<file path="src/rtl/fetch_pkg.sv">
// Shared types and instruction encodings for the fetch stage.
// Used by instr_fetch_unit and fetch_perf_ctr (FETCH_PERF_EN build).
package fetch_pkg;

  typedef enum logic [0:0] {
    RUN  = 1'b0,
    HALT = 1'b1
  } fetch_state_e;

  localparam logic [31:0] INSTR_NOP          = 32'h0000_0013;
  localparam logic [31:0] INSTR_ILLEGAL_ZERO = 32'h0000_0000;
  localparam logic [31:0] INSTR_ECALL        = 32'h0000_0073;

  function automatic logic is_halt_word(input logic [31:0] word);
    return (word == INSTR_ILLEGAL_ZERO) || (word == INSTR_ECALL);
  endfunction

endpackage

</file>
<file path="src/rtl/fetch_perf_ctr.sv">
// Fetch performance counters: latched-instruction count and bubble count.
// Instantiated by instr_fetch_unit only when FETCH_PERF_EN is defined.
module fetch_perf_ctr
  import fetch_pkg::*;
(
  input  logic        clk,
  input  logic        rst_n,
  input  logic        fetch_inc,
  input  logic        bubble_inc,
  output logic [31:0] fetch_cnt,
  output logic [31:0] bubble_cnt
);

  always_ff @(posedge clk or negedge rst_n) begin
    if (!rst_n) begin
      fetch_cnt  <= '0;
      bubble_cnt <= '0;
    end else begin
      if (fetch_inc)  fetch_cnt  <= fetch_cnt + 32'd1;
      if (bubble_inc) bubble_cnt <= bubble_cnt + 32'd1;
    end
  end

endmodule

</file>
<file path="src/rtl/instr_fetch_unit.sv">
// Fetch stage: PC register, next-PC selection and IF/ID register, with halt on
// illegal-zero/ECALL words. Define FETCH_PERF_EN to add the perf counter outputs.
module instr_fetch_unit
  import fetch_pkg::*;
#(
  parameter int              PC_W     = 9,
  parameter int              INS_W    = 32,
  parameter logic [PC_W-1:0] RESET_PC = '0
) (
  input  logic             clk,
  input  logic             rst_n,
  input  logic             stall_i,
  input  logic             redirect_i,
  input  logic [PC_W-1:0]  redirect_pc_i,
  output logic [PC_W-1:0]  imem_ra_o,
  input  logic [INS_W-1:0] imem_rd_i,
  output logic             if_valid_o,
  output logic [INS_W-1:0] if_instr_o,
  output logic [PC_W-1:0]  if_pc_o,
  output logic [PC_W-1:0]  if_pc4_o,
  output logic             halt_o
`ifdef FETCH_PERF_EN
  ,
  output logic [31:0]      perf_fetch_cnt_o,
  output logic [31:0]      perf_bubble_cnt_o
`endif
);

  localparam logic [PC_W-1:0] PC_STEP = PC_W'(4);

  fetch_state_e    state_q;
  logic [PC_W-1:0] pc_q;
  logic [PC_W-1:0] pc_plus4;
  logic [PC_W-1:0] redirect_aligned;
  logic            run;
  logic            halt_word;

  assign imem_ra_o        = pc_q;
  assign pc_plus4         = pc_q + PC_STEP;
  assign redirect_aligned = {redirect_pc_i[PC_W-1:2], 2'b00};
  assign run              = (state_q == RUN);
  assign halt_word        = is_halt_word(32'(imem_rd_i));
  assign halt_o           = (state_q == HALT);

  // Redirect beats stall beats normal fetch; HALT freezes everything until reset.
  always_ff @(posedge clk or negedge rst_n) begin
    if (!rst_n) begin
      state_q    <= RUN;
      pc_q       <= RESET_PC;
      if_valid_o <= 1'b0;
      if_instr_o <= INS_W'(INSTR_NOP);
      if_pc_o    <= '0;
      if_pc4_o   <= PC_STEP;
    end else if (run) begin
      if (redirect_i) begin
        pc_q       <= redirect_aligned;
        if_valid_o <= 1'b0;
        if_instr_o <= INS_W'(INSTR_NOP);
      end else if (stall_i) begin
        pc_q       <= pc_q;
      end else if (halt_word) begin
        if_valid_o <= 1'b0;
        state_q    <= HALT;
      end else begin
        if_instr_o <= imem_rd_i;
        if_pc_o    <= pc_q;
        if_pc4_o   <= pc_plus4;
        if_valid_o <= 1'b1;
        pc_q       <= pc_plus4;
      end
    end
  end

`ifdef FETCH_PERF_EN
  logic fetch_inc;
  logic bubble_inc;

  assign fetch_inc  = run && !redirect_i && !stall_i && !halt_word;
  assign bubble_inc = run && (redirect_i || stall_i);

  fetch_perf_ctr u_perf (
    .clk        (clk),
    .rst_n      (rst_n),
    .fetch_inc  (fetch_inc),
    .bubble_inc (bubble_inc),
    .fetch_cnt  (perf_fetch_cnt_o),
    .bubble_cnt (perf_bubble_cnt_o)
  );
`endif

endmodule
</file>
<file path="config.mk">
export PLATFORM = sky130hd
export DESIGN_NAME = instr_fetch_unit
export DESIGN_NICKNAME = d
export VERILOG_FILES = /design/src/rtl/fetch_pkg.sv /design/src/rtl/fetch_perf_ctr.sv /design/src/rtl/instr_fetch_unit.sv
export SDC_FILE = /design/constraint.sdc
export NUM_CORES = 1
export LEC_CHECK = 0
export CORE_ASPECT_RATIO = 0.75
export CORE_MARGIN = 5
export CORE_UTILIZATION = 35
export CTS_CLUSTER_DIAMETER = 50
export DETAILED_ROUTE_END_ITERATION = 7
export GPL_ROUTABILITY_DRIVEN = 0
export HOLD_SLACK_MARGIN = 0.03
export PLACE_DENSITY = 0.69
export SETUP_SLACK_MARGIN = 0.4
export SLEW_MARGIN = 20
export SYNTH_ARGS = -nofsm -noshare
export SYNTH_HDL_FRONTEND = slang
export SYNTH_SLANG_ARGS = --single-unit
</file>
<file path="constraint.sdc">
create_clock -name clk -period 2.2 [get_ports clk]
set_input_delay 0.44 -clock clk [delete_from_list [all_inputs] [get_ports clk]]
set_output_delay 0.44 -clock clk [all_outputs]
set_load 0.02 [all_outputs]
</file>
==> impl_metrics.toml, run 1 <==
[outcome]
status = "finished, final reports clean"

[critical_path]
crit_required_ns = 2.44
critPathLaunchType = "input port"
cp_num_buf_inv = 7
cp_max_fo = 7
reg2regPathDepth = 6
slowest_stage = "nor4_4"
max_stage_delay_ns = 0.28
crit_top_cell = "buf_6"
crit_arrival_ns = 2.10
startpoint = "imem_rd_i[31]"
rrSetupSlack_ns = 0.50
cp.depth = 11
rr_endpoint = "imem_ra_o[8]"
timing.rr.start = "imem_ra_o[3]"
path_cells = "buf_6 > nor4_4 > nand4_1 > buf_6 > buf_6 > o41ai_4 > buf_4 > buf_6 > buf_12 > buf_16 > a22o_1"
crit_path_end_kind = "flip-flop"
path_delay_family = "buffers and inverters"
worstSetupPathType = "in -> reg"

[placed_design]
dpl-instance-area_um2 = 3670
place_ws_ns = -0.344
io_buffer_count = 97
post-place-cells = 390
place.detailed.hpwl_um = 4760

[pwr]
clockPowerShare = 0.248
p_per_area_nw_per_um2 = 637
comb_power_share = 0.305
totalPowerFinal_w = 0.00272
leakagePower_nw = 1.95
p_sw_frac = 0.299
peakVddDrop_v = 0.000395
p_int_w = 0.00191
pwr-share-seq = 0.447
power.switching_w = 0.000816

[final_layout]
layout_common_cells = "dfrtp_1, clkdlybuf4s50_1, a22o_1, buf_4, dlygate4sd2_1"
finalNetCount = 381
fin_area_um2 = 4280
area_growth_pct = 78.8
antennaDiodeCount = 0
final_cells = 420
layout-drive-gt1-share = 0.369
final_common_cell = "dfrtp_1"
num-fill-cells = 532

[route]
drt-met1-wl_um = 3700
ant_nets = 0
drt_first_pass_iters = 4
routedWlPerCell_um = 18.0
wl_met2_um = 3450
dr_wl_met3_um = 340
vias = 2123
vias_per_cell = 5.05
routed_wl_um = 7540
highest_layer = "met4"
drc = 0
drt_iter0_drc = 69

[floorplanning]
coreArea_um2 = 6730
floorplan.die_area_um2 = 8600
die_y_um = 81.6
die_x_um = 105
ios = 106
rows = 26
initial_core_util = 0.355

[timing]
clock.fmax_mhz = 539
finalCritPeriodShare = 0.843
final-setup-viol-count = 0
finalMaxSlewViolations = 0
worstMarginPinSlew_ns = 0.591
finalSetupTns_ns = 0
relSlewSlack = 0.606
layout_min_cycle_time_ns = 1.86
rsz0062_at_grt = "true"
setup_ws_ns = 0.345
timing.final.hold_violations = 0
finClkSkew_ns = 0.0132

[global_routing]
grt_pass1_vias = 2314
grt_util_all_layers = 0.177
grt-ovfl-total = 0
grt_first_pass_wirelength_um = 12200
grt_max_degree = 33
antenna_found_initial = 0

[synth]
syn_avg_cell_area_um2 = 12.3
ys_types = 36
ys_warn_count = 0
syn_area_um2 = 2390
syn_inst = 195
yosysSeqAreaShare = 0.578
synth-seq-cells = 55

[clocking]
cts_hold_buf = 0
clock_latency_ns = 0.31
htreeDepth = 2
ctsLongestPathBuffers = 2
clk_pin_slew_ns = 0.10
numCtsBuffers = 5
root_buffer = "clkbuf_8"
cts_tree = "built"
clkSinkCount = 55

[min_path]
min_path_type = "in -> async"

[flow_run]
drv_cap = 0
how the worst max path moves through the flow:
| stage | to | slack (ns) |
|---|---|---|
| after floorplan | if_pc4_o[3] | 0.1 |
| after global placement | imem_ra_o[8] | -0.31 |
| after detailed placement | if_instr_o[24] | -0.34 |
| after CTS | if_instr_o[7] | 0.37 |
| after global routing | if_instr_o[7] | 0.26 |
| final | if_instr_o[7] | 0.34 |
area by class of cell:
| class | count | area [um^2] | area share |
|---|---|---|---|
| clock inverters | 3 | 43.8 | 0.0102 |
| inverters | 2 | 7.51 | 0.00176 |
| repair buffers | 143 | 1490 | 0.347 |
| well taps | 84 | 105 | 0.0246 |
| clock buffers | 5 | 68.8 | 0.0161 |
| multi-input cells | 128 | 1180 | 0.277 |
| flip-flops and latches | 55 | 1380 | 0.323 |
power by group through the flow:
| stage | clock, W | combinational [W] | sequential (W) |
|---|---|---|---|
| floorplan | 0 | 0.000204 | 0.00136 |
| global placement | 0 | 0.000742 | 0.00122 |
| detailed placement | 0 | 0.000747 | 0.00123 |
| CTS | 0.000693 | 0.000822 | 0.00121 |
| global route | 0.000733 | 0.000886 | 0.00124 |
| finish | 0.000676 | 0.000832 | 0.00122 |
Yosys cell counts (all sizes together):
cell / n / area (um^2)
a211oi: 3 / 22.5
a21o: 2 / 15.0
a21oi: 5 / 25.0
a221o: 1 / 10.0
a22o: 26 / 228
and3: 2 / 12.5
and4: 1 / 8.76
buf: 14 / 104
clkbuf: 2 / 7.51
conb: 1 / 3.75
dfrtp: 51 / 1280
dfstp: 4 / 105
ha: 1 / 12.5
inv: 2 / 7.51
mux2: 8 / 90.1
mux2i: 5 / 50.1
nand2: 16 / 60.1
nand2b: 3 / 18.8
nand3: 3 / 15.0
nand4: 1 / 6.26
nor2: 3 / 11.3
nor2b: 3 / 26.3
nor3: 5 / 25.0
nor4: 9 / 56.3
o21ai: 10 / 50.1
o22a: 3 / 26.3
o22ai: 2 / 12.5
o311a: 1 / 10.0
o31ai: 1 / 12.5
o41a: 1 / 11.3
o41ai: 1 / 27.5
xnor2: 3 / 26.3
xor2: 2 / 17.5
repair_timing:
item,4_1_cts,5_1_grt
resized for setup,170,20
pin swaps,17,6
cloned,5,2
setup buffers,14,1
setup endpoints to repair,67,56
metal layers:
layer	vias to the layer above	global-route usage
li1	1004	-
met3	8	0.0393
met4	0	0.0315
met1	1045	0.256
met5	-	0
met2	66	0.279
metrics by stage:
stage           util  hold slack [ns]
2_1_floorplan      -            0.144
3_3_place_gp   0.545            0.463
3_5_place_dp   0.545            0.473
4_1_cts        0.619            0.134
5_1_grt        0.635            0.164
6_report       0.635            0.119
logic make-up (layout without fill, tap and decap cells):
| logic type | after synthesis | after routing | share of synthesized area |
|---|---|---|---|
| AO/OA/AOI/OAI | 56 | 56 | 0.188 |
| flip-flops | 55 | 55 | 0.578 |
| AND/OR/NAND/NOR | 46 | 47 | 0.100 |
| buffers and inverters | 18 | 153 | 0.0497 |
| multiplexers | 13 | 13 | 0.0586 |
| XOR/XNOR | 5 | 5 | 0.0183 |
| adder cells (fa/ha/maj) | 1 | 1 | 0.00523 |
| other | 1 | 6 | 0.00157 |
flip-flops by register name, summed over array words and instances, names as in the netlist:
name / flops
if_pc_o: 7
imem_ra_o: 7
if_valid_o: 1
halt_o: 1
if_pc4_o: 7
if_instr_o: 32
No activity file was read; power rests on OpenSTA's default activity.
==> inputs of run 2 (changes only) <==
Settings changed: PLACE_DENSITY 0.69 to 0.72.
Clock period 2.2 ns to 1.5 ns, I/O delays scaled along.
==> run 2 against run 1 <==
Effect of this change: the flow now finishes with violations (setup timing); sequential cell count unchanged; register-to-register slack worse by 0.68 ns; worst hold slack better by 0.11 ns; sequential share of layout area shrank 4.1 points; count of clock-buffer cells in the layout rose by 2; clock skew is 0.0019 ns higher; core utilization grew 9.5 points; final cell count up 16%; critical path type unchanged; first-iteration DRC count up 120%; combinational power is 100% higher; total power rose by 59%; routed wire length is 25% higher; largest power group unchanged.
==> impl_metrics.toml, run 2 (synthesis gave the netlist of run 1 again) <==
[final_layout]
layout_common_cells = "buf_6, buf_4, dfrtp_1, a22o_1, buf_2"
num-fill-cells = 437
top_register = "if_instr_o"
finalNetCount = 447
largest_register_ffs = 32
antennaDiodeCount = 0
area_growth_pct = 106
regArea_um2 = 1390
final_common_cell = "buf_6"
final_cells = 486
multi_input_area_um2 = 1240
layout-drive-gt1-share = 0.639
postLayoutCoreUtil = 0.730

[outcome]
status = "finished, violations left"
violations = "setup timing"

[clocking]
cts_tree = "built"
clock_latency_ns = 0.31
root_buffer = "clkbuf_8"
ctsLongestPathBuffers = 2
numCtsBuffers = 5
htreeDepth = 2
clk_pin_slew_ns = 0.11
clkSinkCount = 55

[global_routing]
grt_first_pass_wirelength_um = 13300
grt-ovfl-total = 0
grt_util_all_layers = 0.197
antenna_found_initial = 0
grt_max_degree = 56
grt_pass1_vias = 2508

[pwr]
leakagePower_nw = 2.39
totalPowerFinal_w = 0.00432
p_per_area_nw_per_um2 = 880
peakVddDrop_v = 0.000571

[timing]
rsz0062_at_grt = "true"
clock.fmax_mhz = 557
timing.final.hold_violations = 0
finClkSkew_ns = 0.0151
finalCritPeriodShare = 1.20
setup_ws_ns = -0.296
final-setup-viol-count = 54
layout_min_cycle_time_ns = 1.80
finalMaxSlewViolations = 0

[critical_path]
worstSetupPathType = "in -> reg"
rr_endpoint = "imem_ra_o[2]"
max_stage_delay_ns = 0.37
cp_max_fo = 7
crit_arrival_ns = 1.96
timing.rr.start = "halt_o"
path_cells = "buf_4 > nor4_4 > nand3_2 > buf_6 > o41ai_4 > buf_4 > buf_12 > buf_12 > o22ai_2"
slowest_stage = "o41ai_4"
reg2regPathDepth = 6
critPathLaunchType = "input port"
cp_num_buf_inv = 5
crit_path_end_kind = "flip-flop"
crit_required_ns = 1.67
path_delay_family = "buffers and inverters"
rrSetupSlack_ns = -0.18

[route]
vias_per_cell = 5.22
ant_nets = 0
drt_first_pass_iters = 4
routedWlPerCell_um = 19.4
drt_iter0_drc = 149
vias = 2538
drc = 0
routed_wl_um = 9440

[floorplanning]
die_y_um = 81.6
initial_core_util = 0.355
coreArea_um2 = 6730
floorplan.die_area_um2 = 8600
rows = 26
ios = 106
die_x_um = 105

[min_path]
min_path_type = "in -> reg"
hold_start = "imem_rd_i[21]"
hold_end = "if_instr_o[21]"
hold_depth = 2

[placed_design]
place.detailed.hpwl_um = 4940
post-place-cells = 402
place_ws_ns = -0.914
io_buffer_count = 97

[flow_run]
drv_cap = 0
[run 2: cell types whose count changed in the layout (fill, tap and decap cells not counted), sizes merged, moves of 2 or more]
cell,delta
clkdlybuf4s50,-42
buf,+121
nor2b,+2
clkdlybuf4s15,+3
dlymetal6s2s,-3
dlygate4sd2,-14
[run 2: worst max path at each step]
stage | slack, ns | depth (start not counted) | endpoint | start
floorplan | -0.46 | 5 | if_pc4_o[3] | imem_rd_i[27]
finish | -0.30 | 9 | imem_ra_o[8] | imem_rd_i[24]
CTS | -0.22 | 9 | if_instr_o[7] | imem_rd_i[1]
global placement | -0.90 | 7 | if_pc_o[4] | imem_rd_i[27]
detailed placement | -0.91 | 7 | imem_ra_o[7] | imem_rd_i[13]
global route | -0.34 | 9 | imem_ra_o[8] | imem_rd_i[24]
[run 2: metal layers]
| layer | vias to the layer above | wire (um) | track usage |
|---|---|---|---|
| met5 | - | 0 | 0 |
| met4 | 0 | 208 | 0.0603 |
| met3 | 20 | 692 | 0.0463 |
| met2 | 105 | 4510 | 0.321 |
| met1 | 1273 | 4030 | 0.263 |
| li1 | 1140 | - | - |
[run 2: worst reg2reg max path, stage by stage (launching register included)]
cell and delay [ns]:
dfrtp_2 0.47, nor2_2 0.22, o41ai_4 0.14, buf_4 0.18, buf_12 0.14, buf_12 0.13
a221o_1 0.30
[run 2: what timing repair did]
item,CTS,global route
pin swaps,45,21
hold endpoints to repair,51,0
endpoints found under the setup margin,110,110
cloned,7,3
setup buffers,38,27
hold buffers,1,0
resized for setup,508,44
[run 2: per-stage QoR]
stage / hold slack [ns] / TNS [ns] / cell area (um^2)
floorplan: 0.00441 / -17.86 / 2480
finish: 0.226 / -13.25 / 4910
global route: 0.215 / -15.27 / 4910
global placement: 0.320 / -44.04 / 3760
CTS: 0.227 / -9.15 / 4540
detailed placement: 0.325 / -44.80 / 3760
[run 2: report_power, final]
group	internal, W	total (W)	switching (W)
sequential	0.00166	0.00180	0.000145
clock	0.000374	0.000849	0.000474
combinational	0.000957	0.00167	0.000717
total	0.00299	0.00432	0.00134
[run 2: cell type report]
class                      count  share of cell area
clock buffer                   7              0.0176
multi-input combinational    130               0.253
sequential                    55               0.282
tap                           84              0.0214
timing repair buffer         207               0.423
clock inverter                 1             0.00102
inverter                       2             0.00153
==> inputs of run 3 (changes only) <==
Settings changed: GPL_TIMING_DRIVEN from default to 0.
==> run 3 against run 2 <==
Effect of this change: the flow still finishes with violations (setup timing); critical path depth is 1 lower; worst setup slack better by 0.053 ns; final area is 9.4% lower; combinational power is 14% lower; final cell count is 5.8% lower; count of clock-buffer cells in the layout stayed put; non-clock buffer count is 25 lower; global-route usage is 1.9 points lower; sequential cell count stayed put; die area stayed put; critical path type unchanged; critical endpoint is now if_pc_o[8]; largest power group unchanged.
==> impl_metrics.toml, run 3 (synthesis gave the netlist of run 1 again) <==
[final_layout]
area_growth_pct = 86.3
largest_register_ffs = 32
final_cells = 458
layout_common_cells = "buf_6, buf_4, dfrtp_1, a22o_1, nand2_1"
final_common_cell = "buf_6"
top_register = "if_instr_o"
antennaDiodeCount = 0
layout-drive-gt1-share = 0.564
fin_area_um2 = 4450
finalNetCount = 419

[critical_path]
worstSetupPathType = "in -> reg"
critPathLaunchType = "input port"
crit_path_end_kind = "flip-flop"
cp_max_fo = 8
crit_required_ns = 1.69
crit_arrival_ns = 1.93

[timing]
relSlewSlack = 0.527
clock.fmax_mhz = 574
finalCritPeriodShare = 1.16
finClkSkew_ns = 0.00945
final-setup-viol-count = 51
rsz0062_at_grt = "true"
layout_min_cycle_time_ns = 1.74
fin_worst_hold_slack_ns = 0.0235
finalMaxSlewViolations = 0
timing.final.hold_violations = 0
worstMarginPinSlew_ns = 0.709
setup_ws_ns = -0.244

[global_routing]
grt_util_all_layers = 0.178
antenna_found_initial = 0
grt_max_degree = 56
grt_first_pass_wirelength_um = 12200
grt-ovfl-total = 0
grt_pass1_vias = 2462

[floorplanning]
die_y_um = 81.6
rows = 26
initial_core_util = 0.355
floorplan.die_area_um2 = 8600
coreArea_um2 = 6730
ios = 106
die_x_um = 105

[route]
vias = 2277
drt_iter0_drc = 90
vias_per_cell = 4.97
routedWlPerCell_um = 16.9
routed_wl_um = 7730
drt_first_pass_iters = 4
drc = 0
ant_nets = 0

[pwr]
peakVddDrop_v = 0.000585
p_int_w = 0.00283
pwr-share-seq = 0.439
leakagePower_nw = 2.15
comb_power_share = 0.353
p_sw_frac = 0.303
power.switching_w = 0.00123
clockPowerShare = 0.209
totalPowerFinal_w = 0.00406
p_per_area_nw_per_um2 = 912

[clocking]
root_buffer = "clkbuf_8"
cts_tree = "built"
ctsLongestPathBuffers = 2
clock_latency_ns = 0.30
clk_pin_slew_ns = 0.10
cts_hold_buf = 0
clkSinkCount = 55
numCtsBuffers = 5
htreeDepth = 2

[placed_design]
post-place-cells = 380
io_buffer_count = 96
dpl-instance-area_um2 = 3540
place.detailed.hpwl_um = 4850

[outcome]
status = "finished, violations left"
violations = "setup timing"

[flow_run]
drv_cap = 0

[min_path]
min_path_type = "in -> async"
-- run 3: changes by cell type in the layout (fill, tap and decap cells not counted), sizes merged --
cell | before | now
dlygate4sd3 | 1 | 0
clkdlybuf4s50 | 7 | 8
buf | 185 | 158
clkbuf | 11 | 13
nor2b | 6 | 3
-- run 3: power groups by stage --
| stage | registers, W | clock network, W | logic, W |
|---|---|---|---|
| after floorplan | 0.00199 | 0 | 0.000299 |
| after global placement | 0.00179 | 0 | 0.00106 |
| after detailed placement | 0.00180 | 0 | 0.00108 |
| after CTS | 0.00178 | 0.000880 | 0.00131 |
| after global routing | 0.00180 | 0.000941 | 0.00153 |
| final | 0.00178 | 0.000848 | 0.00143 |
-- run 3: layout make-up --
cell class	instances	area, um^2
buffer	16	173
clock buffer	7	86.3
tap	84	105
multi-input combinational	127	1110
timing repair buffer	166	1580
inverter	2	7.51
clock inverter	1	5.00
fill	538	2280
sequential	55	1390
-- run 3: per-stage QoR --
stage          TNS, ns   util  setup WS (ns)
2_1_floorplan   -17.86      -         -0.460
3_3_place_gp   -147.64  0.527          -1.59
3_5_place_dp    -65.64  0.526          -1.48
4_1_cts         -10.57  0.629         -0.263
5_1_grt         -13.17  0.661         -0.290
6_report        -10.29  0.661         -0.244
-- run 3: path summary, 6_finish.rpt --
path,start,to,slack [ns],cells after the start
min reg2reg,if_pc4_o[5],if_pc4_o[5],0.52,2
max reg2reg,halt_o,if_instr_o[1],-0.13,6
max,imem_rd_i[23],if_pc_o[8],-0.24,8
min in group clk,imem_rd_i[29],if_instr_o[29],0.24,2
max in group asynchronous,rst_n,imem_ra_o[7],0.94,1
min,rst_n,if_pc4_o[4],0.02,1
-- run 3: per-layer routing --
layer / vias to the layer above / global-route usage / share of wire
li1: 1070 / - / -
met1: 1124 / 0.241 / 0.46
met2: 72 / 0.285 / 0.46
met3: 11 / 0.0503 / 0.066
met4: 0 / 0.0406 / 0.013
met5: - / 0 / 0
-- run 3: timing repair --
item	CTS	global route
cloned	3	1
pin swaps	39	11
resized for setup	482	28
setup endpoints to repair	110	110
buffers inserted	48	18
-- run 3: worst max-delay path, stage by stage --
cell and delay (ns):
buf_2 0.12, nor4_4 0.27, nand4_1 0.13, buf_6 0.16, buf_6 0.11, o31ai_4 0.32, buf_6 0.21, mux2_4 0.30
==> RTL change 1: new RTL, settings of run 3 <==
Reset style: synchronous (`rst_n`), changed in one clocked block.
--- a/src/rtl/instr_fetch_unit.sv
+++ b/src/rtl/instr_fetch_unit.sv
@@ -43,7 +43,7 @@
   assign halt_o           = (state_q == HALT);
 
   // Redirect beats stall beats normal fetch; HALT freezes everything until reset.
-  always_ff @(posedge clk or negedge rst_n) begin
+  always_ff @(posedge clk) begin
     if (!rst_n) begin
       state_q    <= RUN;
       pc_q       <= RESET_PC;
Formal check against the unedited RTL: differs if rst_n is asserted again (counterexample within 4 cycles, from zero or initial values and one cycle with rst_n low); with rst_n held inactive, the same outputs for 4 cycles.
==> RTL change 1 against run 3 <==
The flow still finishes with violations (setup timing). Non-clock buffer count shrank 27. Via count is 3.7% higher. Core utilization rose by 0.96 points. Final area decreased by 6.7%. Die area shrank 7.2%. Combinational power down 48%. Cell count is 0.22% lower. Worst setup slack got worse by 0.055 ns. Sequential cell count stayed put. Area after synthesis decreased by 8.1%. Hold slack better by 0.22 ns. Power down 23%. Routed wire length is 2.2% higher. Highest routed layer unchanged.
==> RTL change 1: results <==
group,metric,value,unit
worst_setup_path,cp_top_family,"simple AND/OR/NAND/NOR gates",
worst_setup_path,ff2ff_setup_slack,-0.17,ns
worst_setup_path,crit_path_max_fanout,5,
layout,diodes,0,
placed_design,post-dp-hpwl,5.000,mm
clock_tree,clock_latency,0.30,ns
global_route,grt_first_pass_wirelength,11.65,mm
worst_setup_path,worstPathArrival,1.99,ns
worst_setup_path,cpPeakStageDelay,0.53,ns
logic_synthesis,yosys_warnings,0,
pwr,vdd.ir_drop.worst,435.4,uV
clock_tree,cts_root_buffer,"clkbuf_8",
placed_design,port_buffers,95,
outcome,run_status,"finished, violations left",
layout,largest_register_ffs,32,
layout,regMostFlops,"if_instr_o",
logic_synthesis,synthArstFlopShare,0,%
global_route,antenna_found_initial,0,
logic_synthesis,synth_area_leaders,"dfxtp_1 50%, a22o_1 10%, nand2_1 3.6%",
layout,nets,421,
clock_tree,htreeDepth,2,
logic_synthesis,synth-seq-area-share,50.09,%
logic_synthesis,synth_flop_cell,"dfxtp_1",
sta,whs,0.2441,ns
logic_synthesis,synth_commonest_cells,"55 x dfxtp_1, 26 x a22o_1, 21 x nand2_1",
clock_tree,ctsLongestPathBuffers,2,
sta,relSlewSlack,51.96,%
sta,setup_viol,55,
global_route,use_met2,29.24,%
global_route,grt_use_met1,25.35,%
sta,setup_ws,-0.2981,ns
routing,drt-total-wl,7.903,mm
clock_tree,path_clk_slew,0.10,ns
logic_synthesis,synth_cell_types,41,
outcome,violations,"setup timing",
global_route,gr-usage-all-layers,18.24,%
routing,vias_per_cell,5.168,
layout,filler_cell_count,480,
layout,final_layout_size_suffix_gt1_share,58.51,%
worst_hold_path,hp-class,"in -> reg",
worst_setup_path,crit_path_top_delay_cell,"or4_4",
clock_tree,cts_buffers,5,
routing,dr.pass1.iters,4,
global_route,grt_max_degree,16,
routing,drtIter0Drc,137,
sta,finClkSkew,0.005874,ns
pwr,power.static_leakage,1.726,nW
global_route,use_met3,4.263,%
global_route,grt_pass1_vias,2339,
RTL change 1: cell types whose count changed in the layout (fill, tap and decap cells not counted), moves of 5 or more:
cell,run 3,this run
buf_4,60,34
nor2_1,1,8
dfxtp_2,0,47
nand3_2,1,7
buf_2,15,5
dfrtp_1,45,0
buf_6,75,67
dfrtp_2,6,0
dlygate4sd2_1,4,21
nor4_4,6,1
mux2_4,8,0
dfxtp_4,0,8
o21ai_1,4,14
RTL change 1: layout make-up:
| cell class | count | share of cell area (%) |
|---|---|---|
| Clock inverter | 1 | 0.1204 |
| Inverter | 3 | 0.2709 |
| Tap cell | 81 | 2.438 |
| Timing Repair Buffer | 132 | 32.18 |
| Multi-Input combinational cell | 155 | 29.65 |
| Sequential cell | 55 | 28.63 |
| Buffer | 23 | 4.877 |
| Clock buffer | 7 | 1.836 |
RTL change 1: cell families (layout without fill, tap and decap cells):
kind of cell / Yosys count / count (layout) / synth area share [%]
compound gates: 65 / 65 / 21.12
xor+xnor: 5 / 5 / 1.992
fa+ha+maj: 1 / 1 / 0.5691
buf+inv: 26 / 166 / 6.943
flops: 55 / 55 / 50.09
mux: 2 / 2 / 0.9107
other cells: 1 / 6 / 0.1706
simple gates: 76 / 76 / 18.21
RTL change 1: tightest hold or removal path: stages:
cell     delay [ns]
buf_6          0.08
nor3b_2        0.04
o21ai_1        0.09
RTL change 1: through the flow:
stage	cells	setup TNS (ns)	power (W)	instance area [sq um]	setup WS [ns]
floorplan	236	-10.95	0.001890	2297	-0.2748
global placement	412	-47.35	0.002189	3349	-0.9652
detailed placement	412	-48.03	0.002196	3349	-0.9760
CTS	438	-8.735	0.003012	3660	-0.2217
global route	457	-13.42	0.003263	4156	-0.3094
finish	457	-13.17	0.003128	4156	-0.2981
RTL change 1: worst paths after layout:
check | start | to | cells after the start
min | imem_rd_i[0] | if_instr_o[0] | 3
min reg2reg | if_pc_o[7] | if_pc_o[7] | 2
max reg2reg | halt_o | if_pc_o[8] | 7
max | imem_rd_i[1] | if_instr_o[11] | 9
RTL change 1: per-layer routing:
metal,up-vias,wire (um)
met5,-,0
met4,0,46
met3,4,583
met2,93,3773
met1,1138,3500
li1,1127,-
RTL change 1: timing repair:
action	CTS	global route
setup buffers	14	15
gates cloned	4	4
setup endpoints to repair	110	109
resized for setup	396	120
pin swaps	15	18
RTL change 1: report_power, final:
group	internal [W]	switching (W)	total, W
clock	0.000330	0.000461	0.000791
sequential	0.00153	0.0000686	0.00160
combinational	0.000385	0.000353	0.000738
total	0.00225	0.000883	0.00313
==> RTL change 2: new RTL, settings of run 3 <==
Made on the original files. `INS_W`: 32 -> 48.
--- a/src/rtl/instr_fetch_unit.sv
+++ b/src/rtl/instr_fetch_unit.sv
@@ -4,7 +4,7 @@
   import fetch_pkg::*;
 #(
   parameter int              PC_W     = 9,
-  parameter int              INS_W    = 32,
+  parameter int              INS_W    = 48,
   parameter logic [PC_W-1:0] RESET_PC = '0
 ) (
   input  logic             clk,
Interface: changed (resized if_instr_o and imem_rd_i); port bits go from 106 to 138. The function was not compared with the original's and may differ.
==> RTL change 2 against run 3 <==
The flow finishes with violations (hold timing, setup timing). Sequential cell count increased by 16. Synthesized cell count increased by 24%. Routed wire length increased by 29%. Final area increased by 29%. Area after synthesis increased by 26%. Power increased by 23%. Count of clock-buffer cells in the layout increased by 4. Worst setup slack got worse by 0.16 ns. Critical endpoint is now if_instr_o[10]. Largest power group is now clock.
==> RTL change 2: results <==
group,metric,value,unit
logic_synthesis,ys_ff_latch,71,
layout,final_layout_size_suffix_gt1_share,55.19,%
layout,n_all_buffers,211,
sta,setup_ws,-0.4082,ns
logic_synthesis,synth_area_leaders,"dfrtp_1 55%, a22o_1 11%, dfstp_2 3.5%",
sta,setup_viol,70,
layout,inverters,5,
global_route,grt_pass1_vias,2968,
routing,wl_met2,4.692,mm
layout,clock_buffers,11,
layout,multi_input_gates,150,
worst_setup_path,crit_path_max_fanout,5,
clock_tree,htreeDepth,3,
global_route,grt_max_degree,40,
logic_synthesis,synth_cell_types,39,
routing,post_drt_wl_per_cell,17.72,um
clock_tree,path_clk_slew,0.06,ns
routing,met3_length,772,um
worst_setup_path,rr_endpoint,"if_instr_o[32]",
layout,largest_register_ffs,48,
sta,hold_viol_final,32,
clock_tree,clock_latency,0.32,ns
layout,diodes,0,
logic_synthesis,synth_commonest_cells,"67 x dfrtp_1, 39 x a22o_1, 12 x nor2b_1",
outcome,violations,"hold timing, setup timing",
layout,nets,510,
layout,clkCellAreaFrac,5.638,%
layout,regArea,1789,sq um
placed_design,port_buffers,129,
global_route,gr-usage-all-layers,18.72,%
worst_setup_path,worstPathArrival,2.12,ns
pwr,comb_cell_power,0.000675,W
global_route,use_met2,29.28,%
worst_setup_path,crit_path_top_delay_cell,"or3_4",
placed_design,post-dp-hpwl,6.673,mm
global_route,use_met3,7.890,%
layout,instances_no_fill,561,
clock_tree,cts_root_buffer,"clkbuf_16",
sta,whs,-0.08562,ns
pwr,p_total,0.005006,W
pwr,power.static_leakage,2.763,nW
sta,tightest_slew,0.5262,ns
layout,buf_share,35.87,%
placed_design,dp.cells,484,
logic_synthesis,synth-seq-area-share,58.94,%
routing,met1Wirelength,4.406,mm
logic_synthesis,avgSynthCellArea,12.54,sq um
worst_setup_path,cpPeakStageDelay,0.40,ns
pwr,vdd.ir_drop.worst,605.0,uV
outcome,run_status,"finished, violations left",
pwr,clock_power_share,45.8,%
-- RTL change 2: cell types whose count changed after synthesis, sizes merged, moves of 4 or more --
cell / before / now
a22oi: 0 / 4
nand2: 16 / 10
mux2: 8 / 16
nor2b: 3 / 12
a22o: 26 / 39
clkbuf: 2 / 6
dfrtp: 51 / 67
-- RTL change 2: repair_timing --
item / in CTS / in global routing
setup buffers: 43 / 15
pin swaps: 20 / 13
hold endpoints to repair: 32 / 32
setup endpoints to repair: 142 / 142
gates resized for setup: 558 / 59
cloned: 2 / 1
-- RTL change 2: cells by family after synthesis --
| group | Yosys count | synth area share, % |
|---|---|---|
| AO/OA/AOI/OAI | 67 | 17.84 |
| multiplexers | 19 | 6.954 |
| XOR/XNOR | 5 | 1.449 |
| adder cells (fa/ha/maj) | 1 | 0.4138 |
| other | 1 | 0.1241 |
| AND/OR/NAND/NOR | 52 | 9.809 |
| buffers and inverters | 25 | 4.470 |
| flip-flops | 71 | 58.94 |
-- RTL change 2: per-stage QoR --
step           setup WS (ns)  util (%)
3_3_place_gp          -2.360     54.31
5_1_grt              -0.4666     67.99
2_1_floorplan        -0.3856         -
6_report             -0.4082     67.99
4_1_cts              -0.5017     65.38
3_5_place_dp          -1.284     54.52
-- RTL change 2: worst max-delay path, delay by kind of cell --
family,cells,cell delay [ns]
multiplexers,1,0.28
buffers and inverters,3,0.44
AND/OR/NAND/NOR,3,0.82
AO/OA/AOI/OAI,1,0.27
-- RTL change 2: worst max path at each step --
| stage | depth (start not counted) | end |
|---|---|---|
| finish | 8 | if_instr_o[10] |
| global route | 9 | if_instr_o[6] |
| global placement | 1 | if_instr_o[38] |
| detailed placement | 7 | if_instr_o[47] |
| CTS | 8 | if_instr_o[10] |
| floorplan | 6 | if_instr_o[10] |
